===== config.mk =====
export PLATFORM = sky130hd
export DESIGN_NAME = pad_cell_output_driver
export DESIGN_NICKNAME = d
export VERILOG_FILES = /design/src/rtl/pad_cell_output_driver_pkg.sv /design/src/rtl/pad_readback_sync.sv /design/src/rtl/pad_cell_output_driver.sv
export SDC_FILE = /design/constraint.sdc
export NUM_CORES = 1
export LEC_CHECK = 0
export BUFFER_PORTS_ARGS = -buffer_cell sky130_fd_sc_hd__buf_2
export CAP_MARGIN = 20
export CORE_MARGIN = 2
export CORE_UTILIZATION = 25
export DETAILED_ROUTE_END_ITERATION = 16
export PLACE_DENSITY = 0.44
export SLEW_MARGIN = 0
export SYNTH_ARGS = -nofsm -noshare
export SYNTH_HDL_FRONTEND = slang
export SYNTH_SLANG_ARGS = --single-unit

===== constraint.sdc =====
create_clock -name clk_i -period 1.3 [get_ports clk_i]
set_input_delay 0.13 -clock clk_i [delete_from_list [all_inputs] [get_ports clk_i]]
set_output_delay 0.13 -clock clk_i [all_outputs]
set_load 0.05 [all_outputs]

===== src/rtl/pad_cell_output_driver_pkg.sv =====
// rtl/pad_cell_output_driver_pkg.sv - shared pad types, defaults and counter sizing helper
package pad_cell_output_driver_pkg;

  // Which edge of the die a pad sits on.
  typedef enum logic [1:0] {
    PAD_SIDE_N = 2'd0,
    PAD_SIDE_E = 2'd1,
    PAD_SIDE_S = 2'd2,
    PAD_SIDE_W = 2'd3
  } pad_side_e;

  // Output driver state: IDLE accepts requests, TURN waits out the dead time before enabling.
  typedef enum logic {
    DRV_IDLE = 1'b0,
    DRV_TURN = 1'b1
  } drive_state_e;

  localparam int DEFAULT_TURNAROUND_CYCLES = 2;
  localparam int DEFAULT_SETTLE_CYCLES     = 3;

  // Bits needed to hold 0..max_val; never less than one bit.
  function automatic int cnt_width(input int max_val);
    return (max_val < 1) ? 1 : $clog2(max_val + 1);
  endfunction

endpackage


===== src/rtl/pad_readback_sync.sv =====
// rtl/pad_readback_sync.sv - read-back synchronizer, settle counter and sticky contention flag
module pad_readback_sync
  import pad_cell_output_driver_pkg::*;
#(
  parameter int SETTLE_CYCLES = DEFAULT_SETTLE_CYCLES
) (
  input  logic clk_i,
  input  logic rst_ni,
  input  logic pad_in_i,
  input  logic pad_out_i,
  input  logic pad_oe_i,
  input  logic in_turn_i,
  input  logic clear_i,
  output logic mismatch_o
);

  localparam int SW = cnt_width(SETTLE_CYCLES);
  localparam logic [SW-1:0] SETTLE_MAX = SW'(SETTLE_CYCLES);

  logic [1:0]    r_sync;
  logic [1:0]    r_hist_out;
  logic [1:0]    r_hist_oe;
  logic [SW-1:0] r_settle;
  logic          r_mismatch;

  logic w_change;
  logic w_set;

  // A change counts until it has had time to travel through both synchronizer stages,
  // so the settle window only opens once the read-back reflects the current drive.
  assign w_change = (pad_out_i != r_hist_out[0]) | (pad_oe_i != r_hist_oe[0]) |
                    (r_hist_out[0] != r_hist_out[1]) | (r_hist_oe[0] != r_hist_oe[1]);

  assign w_set = (r_settle == SETTLE_MAX) & pad_oe_i & (r_sync[1] != pad_out_i);

  assign mismatch_o = r_mismatch;

  // Two-flop synchronizer for the asynchronous pad input and history of the driven state.
  always_ff @(posedge clk_i) begin
    if (!rst_ni) begin
      r_sync     <= 2'b00;
      r_hist_out <= 2'b00;
      r_hist_oe  <= 2'b00;
    end else begin
      r_sync     <= {r_sync[0], pad_in_i};
      r_hist_out <= {r_hist_out[0], pad_out_i};
      r_hist_oe  <= {r_hist_oe[0], pad_oe_i};
    end
  end

  // Settle counter: cleared by a drive change or dead time, otherwise counts up and saturates.
  always_ff @(posedge clk_i) begin
    if (!rst_ni) begin
      r_settle <= '0;
    end else if (w_change || in_turn_i) begin
      r_settle <= '0;
    end else if (r_settle != SETTLE_MAX) begin
      r_settle <= r_settle + SW'(1);
    end
  end

  // Sticky contention flag; a new detection beats a simultaneous clear.
  always_ff @(posedge clk_i) begin
    if (!rst_ni) begin
      r_mismatch <= 1'b0;
    end else begin
      r_mismatch <= w_set | (r_mismatch & ~clear_i);
    end
  end

endmodule


===== src/rtl/pad_cell_output_driver.sv =====
// rtl/pad_cell_output_driver.sv - pad output driver with break-before-make and read-back check
module pad_cell_output_driver
  import pad_cell_output_driver_pkg::*;
#(
  parameter int PADATTR           = 16,
  parameter int TURNAROUND_CYCLES = DEFAULT_TURNAROUND_CYCLES,
  parameter int SETTLE_CYCLES     = DEFAULT_SETTLE_CYCLES
) (
  input  logic               clk_i,
  input  logic               rst_ni,
  input  logic               valid_i,
  output logic               ready_o,
  input  logic               out_i,
  input  logic               oe_i,
  input  logic               od_mode_i,
  input  logic [PADATTR-1:0] attr_i,
  output logic               pad_out_o,
  output logic               pad_oe_o,
  output logic [PADATTR-1:0] pad_attributes_o,
  input  logic               pad_in_i,
  output logic               mismatch_o,
  input  logic               clear_i
);

  localparam int TW = cnt_width(TURNAROUND_CYCLES - 1);
  localparam bit HAS_TURN = (TURNAROUND_CYCLES > 0);
  localparam logic [TW-1:0] TURN_LOAD = HAS_TURN ? TW'(TURNAROUND_CYCLES - 1) : '0;

  drive_state_e       r_state;
  logic [TW-1:0]      r_turn_cnt;
  logic               r_out;
  logic               r_oe;
  logic [PADATTR-1:0] r_attr;

  drive_state_e       w_state_n;
  logic [TW-1:0]      w_turn_cnt_n;
  logic               w_out_n;
  logic               w_oe_n;
  logic [PADATTR-1:0] w_attr_n;

  logic w_eff_out;
  logic w_eff_oe;
  logic w_xfer;

  // Open-drain emulation only ever drives low; a high request becomes a release.
  assign w_eff_out = od_mode_i ? 1'b0 : out_i;
  assign w_eff_oe  = od_mode_i ? (oe_i & ~out_i) : oe_i;

  assign ready_o = (r_state == DRV_IDLE);
  assign w_xfer  = valid_i & ready_o;

  assign pad_out_o        = r_out;
  assign pad_oe_o         = r_oe;
  assign pad_attributes_o = r_attr;

  // Next-state and next-output decode: enabling waits out the dead time, releasing never does.
  always_comb begin
    w_state_n    = r_state;
    w_turn_cnt_n = r_turn_cnt;
    w_out_n      = r_out;
    w_oe_n       = r_oe;
    w_attr_n     = r_attr;
    case (r_state)
      DRV_IDLE: begin
        if (w_xfer) begin
          w_out_n  = w_eff_out;
          w_attr_n = attr_i;
          if (HAS_TURN && w_eff_oe && !r_oe) begin
            w_state_n    = DRV_TURN;
            w_turn_cnt_n = TURN_LOAD;
          end else begin
            w_oe_n = w_eff_oe;
          end
        end
      end
      DRV_TURN: begin
        if (r_turn_cnt == '0) begin
          w_oe_n    = 1'b1;
          w_state_n = DRV_IDLE;
        end else begin
          w_turn_cnt_n = r_turn_cnt - TW'(1);
        end
      end
      default: w_state_n = DRV_IDLE;
    endcase
  end

  // State and registered pad-facing outputs; reset drops any pending enable.
  always_ff @(posedge clk_i) begin
    if (!rst_ni) begin
      r_state    <= DRV_IDLE;
      r_turn_cnt <= '0;
      r_out      <= 1'b0;
      r_oe       <= 1'b0;
      r_attr     <= '0;
    end else begin
      r_state    <= w_state_n;
      r_turn_cnt <= w_turn_cnt_n;
      r_out      <= w_out_n;
      r_oe       <= w_oe_n;
      r_attr     <= w_attr_n;
    end
  end

  pad_readback_sync #(
    .SETTLE_CYCLES(SETTLE_CYCLES)
  ) u_readback (
    .clk_i     (clk_i),
    .rst_ni    (rst_ni),
    .pad_in_i  (pad_in_i),
    .pad_out_i (r_out),
    .pad_oe_i  (r_oe),
    .in_turn_i (r_state == DRV_TURN),
    .clear_i   (clear_i),
    .mismatch_o(mismatch_o)
  );

endmodule


-- Yosys cells after proc, flatten, opt, wreduce, memory -nomap -nowiden
Index checks and enable logic that the tools add are counted.
- register bits: 29
- output and inout port bits: 20
- logic and storage cells: 57
- add/subtract/negate cells: 2
- equal/unequal tests: 11
- multiplexer cells: 14
- bitwise logic cells: 13
- reduce and logical (&&, ||, !) cells: 7
- operator list (cell ; number):
    $mux 1 ; 11
    $ne 2x2->1 const B ; 3
    $pmux 1 s2 ; 3
    $and 1x1->1 ; 5
    $ne 1x1->1 ; 5
    $ne 2x1->1 const B ; 2
    $not 1->1 ; 4
    $or 1x1->1 ; 4
    $reduce_and 2->1 ; 2
    $reduce_and 3->1 ; 1
    $add 2x1->2 const B ; 1
    $eq 2x2->1 const B ; 1
    $reduce_or 2->1 ; 1
    $logic_and 1x1->1 ; 1
    $logic_not 1->1 ; 1
    $logic_or 1x1->1 ; 1
    $sub 1x1->1 const B ; 1

-- Longest topological paths before layout
Gate-level depths: netlist of the first run.
- word-level depth: 7
- gate-level depth with buffers: 5
- gate-level depth less buffers: 3

-- Modules after synthesis
A second synthesis of the first run with hierarchy kept.
- cells, all modules: 118
- area total of the unflattened synthesis: 1212.4 um^2
- modules (own cells, without submodules) (module ; area each (um^2) ; times used ; cells an instance):
    pad_cell_output_driver ; 889.6 ; 1 ; 88
    pad_readback_sync ; 322.8 ; 1 ; 30

-- Least setup slack after synthesis of the first run
OpenSTA, ideal clock, no wires.
- path kind: register -> register
- from: reg r_out (netlist: pad_out_o)
- to: reg u_readback.r_settle[1]
- path buffers: 0
- data arrival time: 1.169 ns
- slack: 0.053 ns
- stages on the path, launching flop included: 4
- data required time: 1.222 ns
- library setup time: 0.078 ns
- path through: dfxtp_1 -> and3_1 -> o22ai_1 -> nor3_1
- word-level cells in the longest chain between the ends: 6
- ends and longest elaborated chain (element ; RTL line ; source):
    from (decl) ; pad_cell_output_driver.sv:31 ; logic r_out;
    from (signal assigned) ; pad_cell_output_driver.sv:99 ; r_out <= w_out_n;
    $ne 1x1->1 ; pad_readback_sync.sv:31 ; assign w_change = (pad_out_i != r_hist_out[0]) | (pad_oe_i != r_hist_oe[0]) |
    $or 1x1->1 (2 in a row) ; pad_readback_sync.sv:31 ;
    $or 1x1->1 ; pad_readback_sync.sv:32 ; (r_hist_out[0] != r_hist_out[1]) | (r_hist_oe[0] != r_hist_oe[1]);
    $logic_or 1x1->1 ; pad_readback_sync.sv:55 ; end else if (w_change || in_turn_i) begin
    $reduce_or 2->1 (no line) ; - ;
    to (signal assigned) ; pad_readback_sync.sv:58 ; r_settle <= r_settle + SW'(1);
    to (decl) ; pad_readback_sync.sv:23 ; logic [SW-1:0] r_settle;
Every way passes these cells.
A chain may end at the register's enable or synchronous reset.

-- Final worst setup path of the first run
- from: reg r_oe (netlist: pad_oe_o)
- to: out pad_oe_o
- RTL lines (element ; RTL line ; source):
    from (decl) ; pad_cell_output_driver.sv:32 ; logic r_oe;
    from (signal assigned) ; pad_cell_output_driver.sv:100 ; r_oe <= w_oe_n;
    to (decl) ; pad_cell_output_driver.sv:18 ; output logic pad_oe_o,
No word-level cell between the ends.

==> out/results.txt, run 1 <==
The flow ran to the end, and the final reports show no timing, DRC or antenna violations. The logs give 0 for the final number of max-transition violations and 0 for the DRC violation count after routing. The die covers 5220 um^2. Measured against the total synthesized area, the mux share comes to 0.860%.

In this run the vertical extent of the chip is 72.2 um. The run gives 0 as the number of failing hold endpoints at the final stage. Number of I/O port buffers: 43. The worst register-to-register path has a depth of 4. At the end of the flow, the number of nets in the layout was 190.

The data arrival time at the worst-slack endpoint was 1.04 ns; the total core area was 4410 um^2. The floorplan has 24 rows. The tools report the source of the worst register-to-register timing path as r_state.

For the worst setup path, the data required time is 1.17 ns. The count of H-tree levels built during CTS is 2, and the largest driver fanout on the critical path is 7. The final HPWL from detailed placement was 1850 um; the layout-stage area growth over the synthesis result was 30.9%. In this run the worst hold path is classified as input pin to flip-flop. Using the TritonRoute via totals, the vias-per-cell ratio works out to 4.32. Setup slack on the worst reg-to-reg path comes out at 0.27 ns.

The reg-to-reg critical path endpoint was pad_attributes_o[14]. Entering global routing, the biggest net connects 19 pins. Buffers inserted to repair hold after CTS numbered 0. Tracing the worst setup path back leads to its startpoint at pad_oe_o. The path length in cells of the critical path is 1, and the count of pins on the block boundary is 44.

Once the floorplan was initialized, standard cells occupied 26.4% of the core. Across the run, the number of max-cap violations was 0. The part of the Yosys area used for sequential elements was 49.9%. Derived from the worst setup path, the maximum achievable clock frequency is 856 MHz. The worst setup skew after layout was 0.00490 ns. The post-synthesis share of cell area spent on and, or, nand and nor gates is 22.8%.

The post-synth net total was 143; the number of buffers and inverters on the critical path was 1. In this run the deepest clock path goes through 2 buffers. The detail route stage leaves a number of antenna-violating nets equal to 0. In the global route stage, overall resource usage came out at 10.7%. The number of synthesized register bits was 29; the clock latency reported for the late side of the worst-skew pair was 0.28 ns.

The signal on the critical path passes through buf_2. The root buffer cell chosen for the clock tree is sky130_fd_sc_hd__clkbuf_8. The combined area of all synthesized cells is 1160 um^2, and the total wirelength of the detailed-routed design is 2560 um. The synthesized netlist cell count is 118, and the post-layout minimum cycle time is 1.17 ns.

For the overall via count from detail_route, the log shows 941. The first detailed-routing pass ran for 3 iterations. The number of instances resized during post-cts repair was 0; the transition time at the pin with the least slew margin was 0.416 ns.

In this run the power density over the cells is 1390 nW/um^2. The run gives 0 as the number of post-CTS setup repair buffers. The die is 72.2 um wide.

The kind of start point of the critical path is a flip-flop. After routing, the total negative slack on setup checks comes to 0 ns. Setup violations remaining at the end of the flow were counted as 0. The per-instance average area after synthesis was 9.86 um^2. Dominant combinational cell family by area after synthesis: simple AND/OR/NAND/NOR gates. TritonCTS built the clock tree. For this run the aggregate overflow at the end of global routing stands at 0. Summed over all cells, the static leakage comes to 0.705 nW. The delay of the slowest cell on the worst path was 0.45 ns. Fraction of the mapped netlist area in adder cells: 1.08%. The congestion estimate from routability-driven global placement came to 0.690. The final critical path takes up 89.8% of the cycle. Family with the most delay on the worst path: flip-flops.

After clock tree synthesis, the clock-pin slew on the worst setup and hold paths is 0.06 ns. The tools report the normalized max-slew margin as 72.0%. The setup path with the least slack is of type flip-flop to primary output.

The most critical setup path has its endpoint at pad_oe_o. The first global-routing pass estimated 4200 um of wire. After layout, the design draws a total of 2.12 mW.

The logs give 0 for the initial antenna violation count and 29 for the total number of clock tree sinks. The detailed-route wire length per cell was 11.8 um. For this design, the slowest cell found on the critical path is sky130_fd_sc_hd__dfxtp_1. For this block, the initial DRC count from the detailed router was 39. The peak supply drop was 0.670 mV.

In this run, CTS created clock tree buffers numbering 5. Number of global-route vias before repair: 884. Setup repair after global routing left no endpoint under its margin. The post-synthesis xor/xnor area fraction is 1.51%.

The synthesized netlist devotes 18.0% of its cell area to compound gates. 0 antenna diodes ended up in the layout. Number of library cell types mapped by synthesis: 27. STA classifies the critical path endpoint as a primary output. The fraction of layout cells with a size suffix above 1 came out at 45.2%. The Yosys step of the flow raised 0 warnings.
state kept, by name (all words and copies together), names as in the netlist:
register / cells
pad_attributes_o: 16
u_readback.r_hist_oe: 2
u_readback.r_hist_out: 2
u_readback.r_settle: 2
u_readback.r_sync: 2
pad_oe_o: 1
pad_out_o: 1
r_state: 1
r_turn_cnt: 1
u_readback.mismatch_o: 1
cell type report:
| type | instances | area [um^2] |
|---|---|---|
| clock buffers | 7 | 96.3 |
| repair buffers | 46 | 250 |
| flip-flops and latches | 29 | 581 |
| multi-input cells | 80 | 514 |
| fillers | 476 | 2890 |
| well taps | 52 | 65.1 |
| inverters | 3 | 11.3 |
| clock inverters | 1 | 5.00 |
how the worst min path moves through the flow:
stage,to,depth (start not counted),startpoint
finish,u_readback.r_sync[0],2,pad_in_i
floorplan,u_readback.r_sync[0],1,pad_in_i
CTS,u_readback.r_sync[0],2,pad_in_i
detailed placement,u_readback.r_sync[0],2,pad_in_i
global placement,u_readback.r_sync[0],2,pad_in_i
global route,u_readback.r_sync[0],2,pad_in_i
cells in the final DEF, fill, tap and decap left out, drive strengths merged, types with 2 or more instances in the layout:
master,instances
a21boi,18
and2,6
and3,2
buf,46
clkbuf,7
dfxtp,29
inv,3
nand2,34
nand3b,2
nor2b,2
nor3,4
xor2,2
synthesized netlist by cell type:
| library cell | n | area share [%] |
|---|---|---|
| sky130_fd_sc_hd__and3_1 | 2 | 1.1 |
| sky130_fd_sc_hd__mux2i_1 | 1 | 0.86 |
| sky130_fd_sc_hd__and2_1 | 6 | 3.2 |
| sky130_fd_sc_hd__inv_1 | 3 | 0.97 |
| sky130_fd_sc_hd__o221a_2 | 1 | 0.97 |
| sky130_fd_sc_hd__nor2_1 | 1 | 0.32 |
| sky130_fd_sc_hd__nor2b_1 | 2 | 1.1 |
| sky130_fd_sc_hd__nand3b_1 | 2 | 1.3 |
| sky130_fd_sc_hd__nand2b_1 | 1 | 0.54 |
| sky130_fd_sc_hd__buf_6 | 2 | 1.9 |
| sky130_fd_sc_hd__a21oi_1 | 1 | 0.43 |
| sky130_fd_sc_hd__a21boi_0 | 1 | 0.65 |
| sky130_fd_sc_hd__nand2_2 | 10 | 5.4 |
| sky130_fd_sc_hd__ha_1 | 1 | 1.1 |
| sky130_fd_sc_hd__nand3_1 | 1 | 0.43 |
| sky130_fd_sc_hd__clkbuf_1 | 2 | 0.65 |
| sky130_fd_sc_hd__a21boi_1 | 7 | 4.5 |
| sky130_fd_sc_hd__buf_12 | 1 | 1.7 |
| sky130_fd_sc_hd__a21boi_2 | 10 | 9.7 |
| sky130_fd_sc_hd__o21ai_0 | 1 | 0.43 |
| sky130_fd_sc_hd__a32oi_1 | 1 | 0.75 |
| sky130_fd_sc_hd__o22ai_1 | 1 | 0.54 |
| sky130_fd_sc_hd__nor3_1 | 4 | 1.7 |
| sky130_fd_sc_hd__xor2_1 | 2 | 1.5 |
| sky130_fd_sc_hd__buf_4 | 1 | 0.65 |
| sky130_fd_sc_hd__nand2_1 | 24 | 7.7 |
| sky130_fd_sc_hd__dfxtp_1 | 29 | 50 |
through the flow:
stage | cell area (um^2) | worst slack (ns) | cells | hold WS (ns) | utilization [%]
floorplan | 1160 | 0.0529 | 118 | 0.257 | -
global placement | 1420 | 0.331 | 210 | 0.335 | 32.2
detailed placement | 1420 | 0.286 | 210 | 0.343 | 32.2
CTS | 1520 | 0.122 | 218 | 0.0530 | 34.5
global route | 1520 | 0.0770 | 218 | 0.0674 | 34.5
finish | 1520 | 0.132 | 218 | 0.0625 | 34.5
per-layer routing:
layer / global-route usage, % / wire length [um]
met1: 13.7 / 1130
met2: 15.4 / 1140
met3: 4.03 / 225
met4: 6.29 / 61
met5: 0 / 0
where the power goes:
| group | total, mW | internal [mW] | switching, mW | leakage, nW |
|---|---|---|---|---|
| logic | 0.341 | 0.118 | 0.223 | 0.413 |
| clock network | 0.811 | 0.477 | 0.333 | 0.0542 |
| registers | 0.972 | 0.940 | 0.0318 | 0.238 |
logic make-up (layout without fill, tap and decap cells):
kind of cell,after synthesis,after routing
AOI/OAI and AO/OA,23,23
buffers and inverters,9,57
xor gates and xnor gates,2,2
adders and majority gates,1,1
muxes,1,1
DFF,29,29
and+or+nand+nor,53,53
No activity file was read; power rests on OpenSTA's default activity.
==> inputs of run 2 (changes only) <==
==> constraint.sdc (replaced) <==
create_clock -name clk_i -period 1.3 [get_ports clk_i]
set_input_delay 0.195 -clock clk_i [delete_from_list [all_inputs] [get_ports clk_i]]
set_output_delay 0.195 -clock clk_i [all_outputs]
set_load 0.05 [all_outputs]
==> out/results.txt, run 2 (synthesis gave the netlist of run 1 again) <==
The run finished with clean final reports. Leaving out fill and tap cells, the most frequent cell in the layout is sky130_fd_sc_hd__buf_2. Setup repair after global routing left no endpoint under its margin.

STA classifies the critical path endpoint as a primary output. The area of all placed cells without fillers was 1540 um^2 (+0.99%); the final number of max-transition violations was 0 (unchanged). The wire length of the first global-routing pass came out at 4070 um (-3.1%). The tools report the total number of clock tree sinks as 29 (unchanged). Number of placement rows: 24 (unchanged). The signal on the critical path passes through buf_2. The path type of the worst min-delay path is input pin to flip-flop. For the count of H-tree levels built during CTS, the log shows 2 (unchanged). The cell depth of the worst min-delay path was 2 (unchanged).

The source of the worst register-to-register timing path was u_readback.r_settle[0]. The delay of the slowest cell on the worst path was 0.42 ns (-0.03 ns). The post-layout minimum cycle time was 1.20 ns (+0.0358 ns). For the peak supply drop, the log shows 0.752 mV (+12%).

The starting density of the core was 26.4% (unchanged); the power density relative to cell area was 1470 nW/um^2 (+5.6%). The tools report the global-route usage over all layers as 10.3% (-0.37 points). The initial antenna violation count is 0 (unchanged), and the total wirelength of the detailed-routed design is 2450 um (-4.6%). The DRC violation count after routing was 0 (unchanged); the detailed-route wire length per cell was 11.2 um (-4.6%).

The tools report the total core area as 4410 um^2 (unchanged). The floorplan die width works out to 72.2 um (unchanged). The clock latency reported for the late side of the worst-skew pair was 0.28 ns (about the same). The library cells used most frequently in the layout, excluding fill and tap cells, are sky130_fd_sc_hd__buf_2, sky130_fd_sc_hd__dfxtp_1, sky130_fd_sc_hd__nand2_1. The total grt overflow is 0 (unchanged), and the layout-stage area growth over the synthesis result is 32.2%.

The worst setup skew after layout is 0.00596 ns (+0.00106 ns), and the pin count of the biggest net entering global routing is 19 (unchanged). The overall via count from detail_route was 932 (-0.96%); the detailed router's first-iteration violation count was 44 (+13%). The register area came out at 581 um^2 (unchanged). The worst hold slack is 0.118 ns (+0.0556 ns), and the final HPWL from detailed placement is 1810 um (-2.0%). Family with the most delay on the worst path: flip-flops. The slowest library cell on the worst path is sky130_fd_sc_hd__dfxtp_1.

The flip-flop count of the largest register, all copies and words added is 16 (unchanged). For the total power draw, the log shows 2.26 mW (+6.6%). The die area is 5220 um^2 (unchanged), and the number of buffers and inverters on the critical path is 1 (unchanged).

The type of the setup path with the least slack is flip-flop to primary output. The clock-pin slew on the worst setup and hold paths was 0.06 ns (about the same); the data arrival time at the worst-slack endpoint was 1.01 ns (-0.03 ns). The routed via count divided by cell count came out at 4.28 (-0.96%). The achievable frequency was 831 MHz (-3.0%). The number of setup violations in the final report is 0 (unchanged). The worst reg-to-reg path cell count is 3 (-1). The area used by multi-input combinational logic is 514 um^2 (unchanged). For the placed cell area, the log shows 1420 um^2 (unchanged).

The die boundary height works out to 72.2 um (unchanged). The transition time at the pin with the least slew margin is 0.294 ns (-0.122 ns), and the largest driver fanout on the critical path is 6 (-1). The tools report the cell at the root of the clock tree as sky130_fd_sc_hd__clkbuf_8. The reported leakage power came out at 0.709 nW (+0.60%). The path length in cells of the critical path works out to 1 (unchanged). For the final RePlAce weighted congestion, the log shows 0.677 (-1.9%). The tools report the kind of start point of the critical path as a flip-flop. The run gives 0.31 ns (+0.04 ns) as the slack of the worst reg-to-reg path.

The fraction of layout cells with a size suffix above 1 works out to 44.6% (-0.60 points). The accumulated negative setup slack came out at 0 ns (unchanged). The worst setup path endpoint was pad_out_o. The tools report the reg-to-reg critical path endpoint as u_readback.r_settle[0]. For the final antenna diode count, the log shows 0 (unchanged). For the count of pins on the block boundary, the log shows 44 (unchanged). For the total of fill cells in the finished design, the log shows 471 (-1.1%).

The run gives 0 (unchanged) as the remaining number of nets flagged by the antenna check after routing. The tools report the timing startpoint of the critical path as pad_out_o. The run gives 2 (unchanged) as the maximum clock insertion buffer count.

The number of post-CTS setup repair buffers came out at 0 (unchanged). TritonCTS built the clock tree. The share of the clock period used by the worst path came out at 92.6% (+2.8 points). The detailed-routing iteration count for the pre-antenna-repair pass was 4 (+1); the number of I/O port buffers was 43 (unchanged).

For the required arrival time at the worst endpoint, the log shows 1.11 ns (-0.06 ns). The number of failing hold endpoints at the final stage came out at 0 (unchanged). The normalized max-slew margin is 80.2% (+8.2 points), and the number of max-capacitance violations reported is 0 (unchanged).

The number of instances resized during post-cts repair came out at 0 (unchanged). Number of buffers inserted for hold repair after clock tree synthesis: 0 (unchanged). The tools report the number of buffers added by the clock tree synthesis step as 5 (unchanged). The logs give 190 (unchanged) for the final-stage net count and 924 (+4.5%) for the number of global-route vias before repair.
-- run 2: where the power goes --
part	internal [mW]	total [mW]	switching, mW
clock	0.624	0.955	0.331
sequential	0.940	0.970	0.0302
combinational	0.118	0.339	0.220
-- run 2: final cells by class --
class	instances	area share, %
inverter	3	0.732
sequential	29	37.8
clock inverter	1	1.95
tap	52	4.23
clock buffer	7	5.61
multi-input combinational	80	33.4
timing repair buffer	46	16.3
-- run 2: metrics by stage --
stage          setup slack (ns)  cells  util, %
2_1_floorplan            0.0529    118        -
3_3_place_gp              0.329    210     32.2
3_5_place_dp              0.305    210     32.2
4_1_cts                  0.0696    218     34.8
5_1_grt                  0.0229    218     34.8
6_report                 0.0962    218     34.8
-- run 2: per-layer routing --
metal	vias up	wire (um)	global-route usage, %
met1	414	1070	12.0
met5	-	0	0
li1	481	-	-
met3	8	209	4.17
met2	29	1110	16.2
met4	0	59	5.66
-- run 2: worst min-delay path by stage --
stage | start | to
3_5_place_dp | pad_in_i | u_readback.r_sync[0]
4_1_cts | pad_in_i | u_readback.r_sync[0]
5_1_grt | pad_in_i | u_readback.r_sync[0]
3_3_place_gp | pad_in_i | u_readback.r_sync[0]
2_1_floorplan | pad_in_i | u_readback.r_sync[0]
6_report | pad_in_i | u_readback.r_sync[0]
